$ cat config.mk
export PLATFORM = sky130hd
export DESIGN_NAME = dbg_cmd_responder
export DESIGN_NICKNAME = d
export VERILOG_FILES = /design/src/rtl/dbg_pkg.sv /design/src/rtl/dbg_cmd_responder.sv
export SDC_FILE = /design/constraint.sdc
export NUM_CORES = 1
export LEC_CHECK = 0
export CORE_MARGIN = 1.5
export CORE_UTILIZATION = 44
export DETAILED_ROUTE_END_ITERATION = 16
export PLACE_DENSITY_LB_ADDON = 0.3
export SYNTH_ARGS = -nofsm -noshare
export SYNTH_HDL_FRONTEND = slang
export SYNTH_SLANG_ARGS = --single-unit
$ cat constraint.sdc
create_clock -name sys_clk_i -period 4.6 [get_ports sys_clk_i]
set_input_delay 1.15 -clock sys_clk_i [delete_from_list [all_inputs] [get_ports sys_clk_i]]
set_output_delay 1.15 -clock sys_clk_i [all_outputs]
set_load 0.02 [all_outputs]
$ cat src/rtl/dbg_pkg.sv
// Shared command codes, FSM states and error response words for the debug command responder.
// Write commands (MEM_WR, REG_WR) echo their write data as the response word.
package dbg_pkg;

    localparam int unsigned DATA_W  = 32;
    localparam int unsigned CMD_W   = 8;
    localparam int unsigned RF_AW   = 5;

    typedef enum logic [CMD_W-1:0] {
        CMD_NOP    = 8'h00,
        CMD_HALT   = 8'h01,
        CMD_RESUME = 8'h02,
        CMD_RESET  = 8'h03,
        CMD_MEM_RD = 8'h04,
        CMD_MEM_WR = 8'h05,
        CMD_REG_RD = 8'h06,
        CMD_REG_WR = 8'h07,
        CMD_STEP   = 8'h08
    } dbg_cmd_t;

    typedef enum logic [2:0] {
        ST_IDLE,
        ST_EXEC,
        ST_BUS,
        ST_WAIT_HALT,
        ST_DONE
    } dbg_state_t;

    localparam logic [DATA_W-1:0] RSP_ILLEGAL     = 32'hBAD0_0000;
    localparam logic [DATA_W-1:0] RSP_NOT_HALTED  = 32'hBAD0_0001;
    localparam logic [DATA_W-1:0] RSP_BUS_TIMEOUT = 32'hDEAD_BEEF;

endpackage

$ cat src/rtl/dbg_cmd_responder.sv
// Debug command responder: four-phase host handshake driving core halt/reset, memory bus and register file.
// Optional bus timeout enabled with DBG_BUS_TIMEOUT_EN.
module dbg_cmd_responder
    import dbg_pkg::*;
#(
    parameter int unsigned TIMEOUT_CYCLES = 256
) (
    input  logic              sys_clk_i,
    input  logic              rstn_i,
    input  logic [CMD_W-1:0]  dbg_cmd_i,
    input  logic [DATA_W-1:0] dbg_addr_i,
    input  logic [DATA_W-1:0] dbg_data_i,
    output logic [DATA_W-1:0] dbg_data_o,
    output logic              dbg_ready_o,
    output logic              halt_o,
    input  logic              halted_i,
    output logic              core_rst_o,
    output logic              bus_req_o,
    output logic              bus_we_o,
    output logic [DATA_W-1:0] bus_addr_o,
    output logic [DATA_W-1:0] bus_wdata_o,
    input  logic              bus_ack_i,
    input  logic [DATA_W-1:0] bus_rdata_i,
    output logic [RF_AW-1:0]  rf_addr_o,
    output logic              rf_we_o,
    output logic [DATA_W-1:0] rf_wdata_o,
    input  logic [DATA_W-1:0] rf_rdata_i
);

    dbg_state_t        state_q;
    logic [CMD_W-1:0]  cmd_q;
    logic [DATA_W-1:0] addr_q;
    logic [DATA_W-1:0] wdata_q;
    logic              ok_q;
    logic [DATA_W-1:0] data_q;
    logic              ready_q;
    logic              halt_q;
    logic              core_rst_q;
    logic              bus_req_q;
    logic              bus_we_q;
    logic [DATA_W-1:0] bus_addr_q;
    logic [DATA_W-1:0] bus_wdata_q;
    logic [RF_AW-1:0]  rf_addr_q;
    logic              rf_we_q;
    logic [DATA_W-1:0] rf_wdata_q;

`ifdef DBG_BUS_TIMEOUT_EN
    localparam int unsigned TMO_W = $clog2(TIMEOUT_CYCLES + 1);
    logic [TMO_W-1:0] tmo_q;
`else
    logic [31:0] unused_timeout_c;
    assign unused_timeout_c = 32'(TIMEOUT_CYCLES);
`endif

    always_ff @(posedge sys_clk_i or negedge rstn_i) begin
        if (!rstn_i) begin
            state_q     <= ST_IDLE;
            cmd_q       <= '0;
            addr_q      <= '0;
            wdata_q     <= '0;
            ok_q        <= 1'b0;
            data_q      <= '0;
            ready_q     <= 1'b0;
            halt_q      <= 1'b0;
            core_rst_q  <= 1'b0;
            bus_req_q   <= 1'b0;
            bus_we_q    <= 1'b0;
            bus_addr_q  <= '0;
            bus_wdata_q <= '0;
            rf_addr_q   <= '0;
            rf_we_q     <= 1'b0;
            rf_wdata_q  <= '0;
`ifdef DBG_BUS_TIMEOUT_EN
            tmo_q       <= '0;
`endif
        end else begin
            core_rst_q <= 1'b0;
            rf_we_q    <= 1'b0;
            case (state_q)
                // Latch the command; one-cycle side effects are launched here so they land in EXEC.
                ST_IDLE: begin
                    if (dbg_cmd_i != CMD_NOP) begin
                        cmd_q   <= dbg_cmd_i;
                        addr_q  <= dbg_addr_i;
                        wdata_q <= dbg_data_i;
                        ok_q    <= halted_i;
                        state_q <= ST_EXEC;
                        if (dbg_cmd_i == CMD_RESET) begin
                            core_rst_q <= 1'b1;
                        end
                        if (dbg_cmd_i == CMD_REG_RD || dbg_cmd_i == CMD_REG_WR) begin
                            rf_addr_q  <= dbg_addr_i[RF_AW-1:0];
                            rf_wdata_q <= dbg_data_i;
                            rf_we_q    <= (dbg_cmd_i == CMD_REG_WR) && halted_i;
                        end
                    end
                end
                ST_EXEC: begin
                    state_q <= ST_DONE;
                    ready_q <= 1'b1;
                    case (cmd_q)
                        CMD_HALT: begin
                            halt_q  <= 1'b1;
                            data_q  <= '0;
                            ready_q <= 1'b0;
                            state_q <= ST_WAIT_HALT;
                        end
                        CMD_RESUME: begin
                            halt_q <= 1'b0;
                            data_q <= '0;
                        end
                        CMD_STEP: begin
                            halt_q  <= 1'b0;
                            data_q  <= '0;
                            ready_q <= 1'b0;
                            state_q <= ST_WAIT_HALT;
                        end
                        CMD_RESET: begin
                            data_q <= '0;
                        end
                        CMD_MEM_RD, CMD_MEM_WR: begin
                            if (ok_q) begin
                                bus_req_q   <= 1'b1;
                                bus_we_q    <= (cmd_q == CMD_MEM_WR);
                                bus_addr_q  <= addr_q;
                                bus_wdata_q <= wdata_q;
                                ready_q     <= 1'b0;
                                state_q     <= ST_BUS;
`ifdef DBG_BUS_TIMEOUT_EN
                                tmo_q       <= '0;
`endif
                            end else begin
                                data_q <= RSP_NOT_HALTED;
                            end
                        end
                        CMD_REG_RD: begin
                            data_q <= ok_q ? rf_rdata_i : RSP_NOT_HALTED;
                        end
                        CMD_REG_WR: begin
                            data_q <= ok_q ? wdata_q : RSP_NOT_HALTED;
                        end
                        default: begin
                            data_q <= RSP_ILLEGAL;
                        end
                    endcase
                end
                ST_BUS: begin
                    if (bus_ack_i) begin
                        bus_req_q <= 1'b0;
                        bus_we_q  <= 1'b0;
                        data_q    <= bus_we_q ? bus_wdata_q : bus_rdata_i;
                        ready_q   <= 1'b1;
                        state_q   <= ST_DONE;
                    end
`ifdef DBG_BUS_TIMEOUT_EN
                    else if (tmo_q == TMO_W'(TIMEOUT_CYCLES - 1)) begin
                        bus_req_q <= 1'b0;
                        bus_we_q  <= 1'b0;
                        data_q    <= RSP_BUS_TIMEOUT;
                        ready_q   <= 1'b1;
                        state_q   <= ST_DONE;
                    end else begin
                        tmo_q <= tmo_q + TMO_W'(1);
                    end
`endif
                end
                // A STEP arrives here with halt low; re-raise it before trusting halted_i.
                ST_WAIT_HALT: begin
                    if (!halt_q) begin
                        halt_q <= 1'b1;
                    end else if (halted_i) begin
                        ready_q <= 1'b1;
                        state_q <= ST_DONE;
                    end
                end
                ST_DONE: begin
                    if (dbg_cmd_i == CMD_NOP) begin
                        ready_q <= 1'b0;
                        state_q <= ST_IDLE;
                    end
                end
                default: begin
                    state_q <= ST_IDLE;
                end
            endcase
        end
    end

    assign dbg_data_o  = data_q;
    assign dbg_ready_o = ready_q;
    assign halt_o      = halt_q;
    assign core_rst_o  = core_rst_q;
    assign bus_req_o   = bus_req_q;
    assign bus_we_o    = bus_we_q;
    assign bus_addr_o  = bus_addr_q;
    assign bus_wdata_o = bus_wdata_q;
    assign rf_addr_o   = rf_addr_q;
    assign rf_we_o     = rf_we_q;
    assign rf_wdata_o  = rf_wdata_q;

endmodule

==> flow_metrics.tcl <==
set metrics [dict create \
    status "completed" \
    fp.dieArea_mm2 0.0224 \
    cp.arrival_ps 3160 \
    grt_pass1_wl_um 39200 \
    irDropWorstVdd_v 0.000403 \
    coreArea_mm2 0.0210 \
    drv_cap 0 \
    route.detailed.drc 0 \
    clk_pin_slew_worst_paths_ps 60 \
    drt-pass1-iter-count 4 \
    synth_cells 657 \
    synth-edff-count 0 \
    critPathLaunchType "flop" \
    fin_util 0.629 \
    required_ps 4980 \
    hpwl_um 16900 \
    cts_buffers 24 \
    seq_area_frac_synth 0.570 \
    synth_top_family_by_area "multiplexers" \
    initial_core_util 0.449 \
    area_growth_pct 40.0 \
    yosys_warnings 0 \
    cts.path.max_buffers 3 \
    cts_max_level 1 \
    fmax_mhz 360 \
    syn_area_mm2 0.00945 \
    synth_nets 797 \
    path_cells "or4_4 -> o41ai_4 -> nand2_8 -> mux2_4" \
    fin_crit_ps 2770 \
    synth_ff_type "dfrtp_1" \
    mostFrequentLayoutCell "clkdlybuf4s50_1" \
    fp-row-count 53 \
    rsz0062_at_grt "false" \
    grt_usage 0.226 \
    synth_cell_types 52 \
    hold_violations 0 \
    overflow 0 \
    hold_buffers 0 \
    synth-xor-area-share 0.00185 \
    drt-initial-drc-count 255 \
    synth_mux_area_frac 0.303 \
    crit_family "simple AND/OR/NAND/NOR gates" \
    ys_async_sr_fraction 1.00 \
    via_per_inst 5.32 \
    setup_violations 0 \
    post_cts_buffers 0 \
    cp.buffers_inverters 0 \
    synthSimpleGateAreaFrac 0.0440 \
    grt_max_degree 99 \
    cts.sinks 215 \
    fillers 1658 \
    via_count 6484 \
    nets 1068 \
    max_slew.worst_pin.slew_ps 1010 \
    cts_tree "done" \
    synth-compound-area-share 0.0533 \
    clk_latency_ps 510 \
    crit_slowest_cell "o41ai_4" \
    cts_resized 0 \
    critPathMaxFanout 24 \
    wl_um 24900 \
    drive_gt1_frac 0.274 \
    num_antenna_cells 0 \
    io_buffer_count 278 \
    ant_nets 0 \
    synth_adder_area_share 0 \
    die_h_um 150 \
    root_buffer "clkbuf_16" \
    finalCritPeriodShare 0.603 \
    fin_skew_ps 12.3 \
    hp-class "flop to flop" \
    die_w_um 150 \
    slew-limit-headroom 0.317 \
    power_leakage_nw 5.76 \
    mostFrequentLayoutCells "clkdlybuf4s50_1 (277), dfrtp_1 (213), mux2_2 (178), mux2i_1 (57), clkbuf_16 (25)" \
    antenna_found_initial 0 \
    power-per-cell-area_mw_per_mm2 543 \
    end_kind "flop" \
    syn_area_per_cell_um2 14.4 \
    cpPeakStageDelay_ps 840 \
    wire_per_inst_um 20.5 \
    worstSetupPathType "flop to flop" \
    maxSlewViolCount 0 \
    grt_pass1_vias 6918 \
    io_pins 279 \
    gp_congestion 0.828 \
    ys_ff_latch 215 \
    setup_tns_ps 0 \
]
## registers in the layout, indices dropped and copies added, names as in the netlist, 5 cells and up
signal / cells
addr_q: 32
bus_addr_o: 32
bus_wdata_o: 32
cmd_q: 8
dbg_data_o: 32
rf_addr_o: 5
rf_wdata_o: 32
wdata_q: 32
## synth_stat cells (all sizes together), types with 2 or more instances
master / n / share of area
o21ai: 4 / 0.0021
a211oi: 16 / 0.013
inv: 4 / 0.0016
nor2: 6 / 0.0024
or3: 2 / 0.0013
o41ai: 2 / 0.0038
and2: 2 / 0.0015
dfrtp: 215 / 0.57
and3: 2 / 0.0013
nor2b: 10 / 0.0066
clkbuf: 21 / 0.0094
nor3: 6 / 0.0037
xnor2: 2 / 0.0019
mux2: 197 / 0.24
a21oi: 3 / 0.0016
nand2b: 3 / 0.0020
a21o: 2 / 0.0016
nor4: 11 / 0.0079
mux2i: 57 / 0.060
o31ai: 8 / 0.0064
buf: 23 / 0.017
nand3: 11 / 0.0058
nand2: 10 / 0.0057
o22ai: 23 / 0.015
## worst paths after layout
kind | from | to | slack, ps | cells past startpoint
worst max-delay path | cmd_q[5] | dbg_data_o[5] | 1830 | 4
worst min-delay path | addr_q[31] | bus_addr_o[31] | 490 | 1
worst max register to register | cmd_q[5] | dbg_data_o[5] | 1830 | 4
worst min register to register | addr_q[31] | bus_addr_o[31] | 490 | 1
max in group asynchronous | rstn_i | dbg_data_o[19] | 3050 | 2
min in group asynchronous | rstn_i | wdata_q[28] | 630 | 1
## metrics by stage
step	total power (W)	area (um2)	hold WS [ps]	std cells	worst slack (ps)
floorplan	0.00439	9450	475	657	1910
global placement	0.00526	12400	475	1177	1460
detailed placement	0.00532	12400	483	1177	1440
CTS	0.00726	13200	490	1219	1820
global route	0.00757	13200	513	1219	1690
finish	0.00719	13200	491	1219	1830
## per-layer routing
layer | up-vias | routed length [um] | GRT usage | part of all wire
li1 | 2971 | - | - | -
met5 | - | 0 | 0 | 0
met4 | 0 | 531 | 0.0624 | 0.021
met3 | 35 | 1900 | 0.0521 | 0.076
met2 | 215 | 11600 | 0.362 | 0.47
met1 | 3263 | 10900 | 0.307 | 0.44
## cell families (layout without fill, tap and decap cells)
logic type	after synthesis	count (layout)
compound gates	69	69
xor+xnor	2	2
simple gates	69	69
mux	254	254
buf+inv	48	335
flops	215	215
## cell type report
type	count	area, um2	share of cell area
flip-flops and latches	215	5380	0.407
multi-input cells	394	3810	0.288
repair buffers	289	2880	0.218
clock buffers	33	686	0.0518
well taps	275	344	0.0260
clock inverters	9	101	0.00766
inverters	4	15.0	0.00114
## power breakdown
part / leakage (nW) / switching, W / total (W) / internal, W
sequential: 2.79 / 0.000434 / 0.00288 / 0.00244
clock: 0.388 / 0.000753 / 0.00191 / 0.00115
combinational: 2.58 / 0.00113 / 0.00241 / 0.00128
total: 5.76 / 0.00231 / 0.00719 / 0.00487
Note: power is estimated with default switching activity, not from simulation.
